==> config.mk <==
export PLATFORM = sky130hd
export DESIGN_NAME = fetch_unit_flat
export DESIGN_NICKNAME = d
export VERILOG_FILES = /design/src/rtl/fetch_unit_if.sv /design/src/rtl/fetch_unit.sv /design/src/flat_wrapper.sv
export SDC_FILE = /design/constraint.sdc
export NUM_CORES = 1
export LEC_CHECK = 0
export CELL_PAD_IN_SITES_DETAIL_PLACEMENT = 1
export CELL_PAD_IN_SITES_GLOBAL_PLACEMENT = 2
export CORE_MARGIN = 2
export CORE_UTILIZATION = 36
export CTS_CLUSTER_DIAMETER = 60
export DETAILED_ROUTE_END_ITERATION = 8
export HOLD_SLACK_MARGIN = 0.05
export PLACE_DENSITY = 0.93
export SYNTH_ARGS = -nofsm -noshare
export SYNTH_HDL_FRONTEND = slang
export SYNTH_SLANG_ARGS = --single-unit
==> constraint.sdc <==
create_clock -name clk_i -period 12 [get_ports clk_i]
set_input_delay 2.4 -clock clk_i [delete_from_list [all_inputs] [get_ports clk_i]]
set_output_delay 2.4 -clock clk_i [all_outputs]
set_load 0.05 [all_outputs]
==> src/rtl/fetch_unit_if.sv <==
// fetch_unit_if: instruction-memory handshake plus IF/ID-side signals of the fetch front end
interface fetch_unit_if;
    logic        imem_req;
    logic [31:0] imem_addr;
    logic        imem_ack;
    logic [31:0] imem_rdata;
    logic        redirect;
    logic [31:0] redirect_pc;
    logic        hold_IF_ID;
    logic [31:0] instruction;
    logic [31:0] inst_pc;
    logic [31:0] pc_plus4;
    modport master (
        output imem_req, imem_addr, instruction, inst_pc, pc_plus4,
        input  imem_ack, imem_rdata, redirect, redirect_pc, hold_IF_ID
    );
    modport slave (
        input  imem_req, imem_addr, instruction, inst_pc, pc_plus4,
        output imem_ack, imem_rdata, redirect, redirect_pc, hold_IF_ID
    );
endinterface

==> src/rtl/fetch_unit.sv <==
// fetch_unit: PC owner, single-outstanding imem fetcher and fetch queue; FETCH_BYPASS_EN forwards an ack straight to IF/ID when the queue is empty
module fetch_unit #(
    parameter logic [31:0] RESET_PC = 32'h0000_0000,
    parameter int          FQ_DEPTH = 2
) (
    input logic          clk_i,
    input logic          rst_ni,
    fetch_unit_if.master bus
);
    localparam int PW = $clog2(FQ_DEPTH);
    localparam int CW = PW + 1;
    typedef enum logic [1:0] {IDLE, REQ, KILL} state_t;
    state_t        state_q, state_d;
    logic [CW-1:0] cnt_q, cnt_d, cnt_next;
    logic [PW-1:0] rd_q, wr_q;
    logic [31:0]   fetch_pc_q, fetch_pc_d, addr_q, addr_d;
    logic [31:0]   data_q [FQ_DEPTH];
    logic [31:0]   pc_q [FQ_DEPTH];
    logic [31:0]   rpc, head_pc;
    logic          empty, ack, byp, consume, pop, push, room;
    assign rpc      = bus.redirect_pc & ~32'd3;
    assign empty    = cnt_q == '0;
    assign ack      = state_q != IDLE && bus.imem_ack;
`ifdef FETCH_BYPASS_EN
    assign byp      = empty && state_q == REQ && bus.imem_ack && !bus.redirect;
`else
    assign byp      = 1'b0;
`endif
    assign consume  = byp && !bus.hold_IF_ID;
    assign pop      = !empty && !bus.hold_IF_ID && !bus.redirect;
    assign push     = state_q == REQ && bus.imem_ack && !bus.redirect && !consume;
    assign cnt_next = cnt_q + CW'(push) - CW'(pop);
    assign room     = cnt_next < CW'(FQ_DEPTH);
    assign head_pc          = byp ? addr_q : (empty ? 32'h0 : pc_q[rd_q]);
    assign bus.instruction  = byp ? bus.imem_rdata : (empty ? 32'h0 : data_q[rd_q]);
    assign bus.inst_pc      = head_pc;
    assign bus.pc_plus4     = head_pc + 32'd4;
    assign bus.imem_req     = state_q != IDLE;
    assign bus.imem_addr    = addr_q;
    // next request state: redirect overrides everything, KILL swallows the in-flight word
    always_comb begin
        state_d    = state_q;
        addr_d     = addr_q;
        fetch_pc_d = fetch_pc_q;
        cnt_d      = cnt_next;
        if (bus.redirect) begin
            cnt_d      = '0;
            fetch_pc_d = rpc;
            if (state_q == IDLE || ack) begin
                state_d = REQ;
                addr_d  = rpc;
            end else begin
                state_d = KILL;
            end
        end else if (state_q == IDLE) begin
            if (room) begin
                state_d = REQ;
                addr_d  = fetch_pc_q;
            end
        end else if (ack && state_q == KILL) begin
            state_d = REQ;
            addr_d  = fetch_pc_q;
        end else if (ack) begin
            fetch_pc_d = addr_q + 32'd4;
            addr_d     = addr_q + 32'd4;
            state_d    = room ? REQ : IDLE;
        end
    end
    // control registers and queue pointers
    always_ff @(posedge clk_i or negedge rst_ni) begin
        if (!rst_ni) begin
            state_q    <= IDLE;
            cnt_q      <= '0;
            rd_q       <= '0;
            wr_q       <= '0;
            fetch_pc_q <= RESET_PC;
            addr_q     <= RESET_PC;
        end else begin
            state_q    <= state_d;
            cnt_q      <= cnt_d;
            fetch_pc_q <= fetch_pc_d;
            addr_q     <= addr_d;
            if (bus.redirect) begin
                rd_q <= '0;
                wr_q <= '0;
            end else begin
                rd_q <= rd_q + PW'(pop);
                wr_q <= wr_q + PW'(push);
            end
        end
    end
    // queue storage; contents are only visible while counted, so no reset is needed
    always_ff @(posedge clk_i) begin
        if (push) begin
            data_q[wr_q] <= bus.imem_rdata;
            pc_q[wr_q]   <= addr_q;
        end
    end
endmodule

==> src/flat_wrapper.sv <==
// flat-port wrapper written by rule: the top's interface ports become plain ports
module fetch_unit_flat 
#(
    parameter logic [31:0] RESET_PC = 32'h0000_0000,
    parameter int          FQ_DEPTH = 2
)
  (clk_i, rst_ni, bus_imem_req, bus_imem_addr, bus_instruction, bus_inst_pc, bus_pc_plus4, bus_imem_ack, bus_imem_rdata, bus_redirect, bus_redirect_pc, bus_hold_IF_ID);
  fetch_unit_if bus_i ();
  input logic clk_i;
  input logic rst_ni;
  output wire logic [$bits(bus_i.imem_req)-1:0] bus_imem_req;
  output wire logic [$bits(bus_i.imem_addr)-1:0] bus_imem_addr;
  output wire logic [$bits(bus_i.instruction)-1:0] bus_instruction;
  output wire logic [$bits(bus_i.inst_pc)-1:0] bus_inst_pc;
  output wire logic [$bits(bus_i.pc_plus4)-1:0] bus_pc_plus4;
  input wire logic [$bits(bus_i.imem_ack)-1:0] bus_imem_ack;
  input wire logic [$bits(bus_i.imem_rdata)-1:0] bus_imem_rdata;
  input wire logic [$bits(bus_i.redirect)-1:0] bus_redirect;
  input wire logic [$bits(bus_i.redirect_pc)-1:0] bus_redirect_pc;
  input wire logic [$bits(bus_i.hold_IF_ID)-1:0] bus_hold_IF_ID;
  assign bus_imem_req = bus_i.imem_req;
  assign bus_imem_addr = bus_i.imem_addr;
  assign bus_instruction = bus_i.instruction;
  assign bus_inst_pc = bus_i.inst_pc;
  assign bus_pc_plus4 = bus_i.pc_plus4;
  assign bus_i.imem_ack = bus_imem_ack;
  assign bus_i.imem_rdata = bus_imem_rdata;
  assign bus_i.redirect = bus_redirect;
  assign bus_i.redirect_pc = bus_redirect_pc;
  assign bus_i.hold_IF_ID = bus_hold_IF_ID;
  fetch_unit #(.RESET_PC(RESET_PC), .FQ_DEPTH(FQ_DEPTH)) u_core (.clk_i(clk_i), .rst_ni(rst_ni), .bus(bus_i));
endmodule
==> summary.txt <==
Status - finished clean
Die height - 169 µm
Port-buffer cells - 195
Final period util - 59.6%
Sequential area share after synthesis - 57.1%
Post-Route Utilization - 46.9%
Clk buf depth - 2
# H-tree levels - 4
Syn nets - 938
Initial drt markers - 384
Yosys top cell area share - 39.2%
#FFs+latches synth - 198
Cell taking the most area after synthesis - edfxtp_1
Final ANT Viol Nets - 0
Hold depth - 2
# resized after CTS - 0
WP data required - 9.60 ns
Worst clock skew - 0.0163 ns
Post-placement cell count - 1,352
Max-slew violations - 0
Synth Warn # - 0
Crit-path cells - buf_4 -> mux2i_1 -> nor2_1 -> ha_1 -> nand4_2 -> nor4_2 -> nand4_1 -> xnor2_1 -> clkdlybuf4s50_1
Aggregate global routing overflow - 0
Main synth FF type - edfxtp_1
I/O pin count - 198
Antenna diodes - 0
Asr flop ratio synth - 35.4%
Starting Density - 36.5%
# hold bufs at CTS - 0
Post-Layout Cell Count - 1,384
CP arrival - 4.75 ns
DR WL/cell - 19.9 µm
Antenna violations before repair - 1
Area Growth Syn to Fin - 28.4%
Worst IR Drop VDD - 128 µV
CTS root buffer - clkbuf_16
DR vias - 7,336
Reg clk slew, reported paths - 0.08 ns
CTS tree - done
GRT Total Usage - 19.3%
Max Freq - 140 MHz
Clk Latency, worst-skew pair - 0.44 ns
Vias in the first global route - 7,629
Vias per cell - 5.30
CP max stage delay - 0.84 ns
Total power - 2.91 mW
Post-synth EDFFs - 128
Full die area - 0.0285 mm²
Endpoints failing hold - 0
RSZ-0062 raised after global routing - no
Setup TNS - 0 ns
Cell with the most instances after synthesis - edfxtp_1
Fill count - 2,841
Max FO, Critical Path - 66
Die Wd - 169 µm
Largest net degree at the start of global routing - 77
DRC viols - 0
Top cells by count, synth - 128 x edfxtp_1, 122 x nor2_1, 77 x mux2i_1
Num CTS Buffers - 17
DP HPWL - 18.7 mm
Worst slew margin - 20.6%
First-pass GRT wire length - 42.9 mm
Worst R2R Path Depth - 16
Post-Synthesis Cells - 863
Max-cap check violation count - 0
Syn_area_per_cell - 11.3 µm²
# rows - 60
Power Density - 232 mW/mm²
Leakage Power - 4.49 nW
Worst Hold Class - flip-flop to flip-flop
Final min period - 7.15 ns
Cell variety after synth - 70
Postcts setup bufs - 0
Final setup viols - 0
Nets@finish - 1,105
Critical path class - flip-flop to output pin
CTS Sinks - 198
Top post-synthesis cells by area - edfxtp_1 39%, dfrtp_1 18%, mux2i_1 7.9%
Synth Cell Area - 0.00979 mm²
Final GP Congestion - 0.772
Core Region - 0.0268 mm²
Drt first pass iters - 8
Slew at the pin with the worst max-slew slack - 1.19 ns
R2R setup slack - 6.87 ns
Share of cells above drive strength 1 - 7.09%
Startpoint types - flip-flop
Drt total wl - 27.5 mm
Critical Path Sink Type - output pin
CP max stage cell - clkdlybuf4s50_1
==> area by class of cell <==
cell class	instances	area, µm²	share of cell area (%)
clock buffers	17	425	3.38
clock inverters	15	140	1.11
inverters	18	67.6	0.538
multi-input cells	594	3920	31.2
flip-flops and latches	198	5600	44.5
well taps	341	427	3.39
repair buffers	201	1990	15.8
==> routing by layer <==
layer | part of all wire (%) | wire length (µm) | GRT usage, % | up-vias
met2 | 48 | 13300 | 32.9 | 205
met5 | 0.047 | 13 | 0 | -
met1 | 45 | 12300 | 25.1 | 3669
met4 | 1.3 | 362 | 5.43 | 2
met3 | 5.6 | 1530 | 3.90 | 29
li1 | - | - | - | 3431
==> stage by stage <==
| step | setup WS (ns) | area, µm² | hold WS [ns] |
|---|---|---|---|
| 2_1_floorplan | 4.24 | 9790 | 0.468 |
| 3_3_place_gp | 4.60 | 12000 | 0.484 |
| 3_5_place_dp | 4.55 | 12000 | 0.504 |
| 4_1_cts | 4.68 | 12600 | 0.527 |
| 5_1_grt | 4.51 | 12600 | 0.559 |
| 6_report | 4.85 | 12600 | 0.528 |
==> placed cells by master (no fill, tap or decap), types with 5 or more instances in the layout <==
master and instances:
o22ai_1 6, nor3b_1 9, nand4_1 11, o31a_1 5, a22o_1 9, and3_1 8, a21boi_0 5, nand2_1 67
inv_1 18, buf_4 6, xor2_1 22, o21ai_0 51, clkdlybuf4s50_1 193, mux2i_1 77, nor2_1 120, edfxtp_1 128
a21oi_1 39, nand3_1 23, nor3_1 6, o21ai_1 10, clkbuf_16 17, a211oi_1 6, nor3_2 6, xnor2_1 32
dfrtp_1 69
==> critical path: cells and delay by family, from the launching register on <==
kind	cells	cell delay [ns]
xor gates and xnor gates	1	0.18
adders and majority gates	1	0.29
buffers and inverters	2	1.66
DFF	1	0.58
muxes	1	0.32
and+or+nand+nor	4	1.27
==> cells by family (layout without fill, tap and decap cells) <==
group	count (synthesis)	after routing	synth area share [%]
XOR/XNOR	57	57	5.46
AO/OA/AOI/OAI	160	160	10.3
flip-flops	198	198	57.1
buffers and inverters	71	251	3.28
adder cells (fa/ha/maj)	6	6	0.767
AND/OR/NAND/NOR	290	290	14.8
multiplexers	80	80	8.22
other	1	1	0.0383
==> worst paths after layout <==
check,from,endpoint
max in group asynchronous,rst_ni,u_core.rd_q$_DFF_PN0_
max,u_core.rd_q$_DFF_PN0_,bus_pc_plus4[28]
max reg2reg,u_core.cnt_q[1]$_DFF_PN0_,u_core.data_q[0][17]$_DFFE_PP_
min reg2reg,u_core.fetch_pc_q[19]$_DFFE_PN0P_,u_core.fetch_pc_q[19]$_DFFE_PN0P_
min in group asynchronous,rst_ni,u_core.fetch_pc_q[27]$_DFFE_PN0P_
min,u_core.fetch_pc_q[19]$_DFFE_PN0P_,u_core.fetch_pc_q[19]$_DFFE_PN0P_
==> state kept, by name (all words and copies together) (netlist names) <==
| signal | cells |
|---|---|
| u_core.data_q | 64 |
| u_core.fetch_pc_q | 32 |
| u_core.bus.imem_addr | 32 |
| u_core.state_q | 2 |
| u_core.wr_q | 1 |
| u_core.pc_q | 64 |
| u_core.cnt_q | 2 |
| u_core.rd_q | 1 |
==> power breakdown <==
part,internal [mW],switching (mW)
Sequential,0.856,0.149
Clock,0.275,0.281
Combinational,0.439,0.913
(Power assumes the default switching activity.)
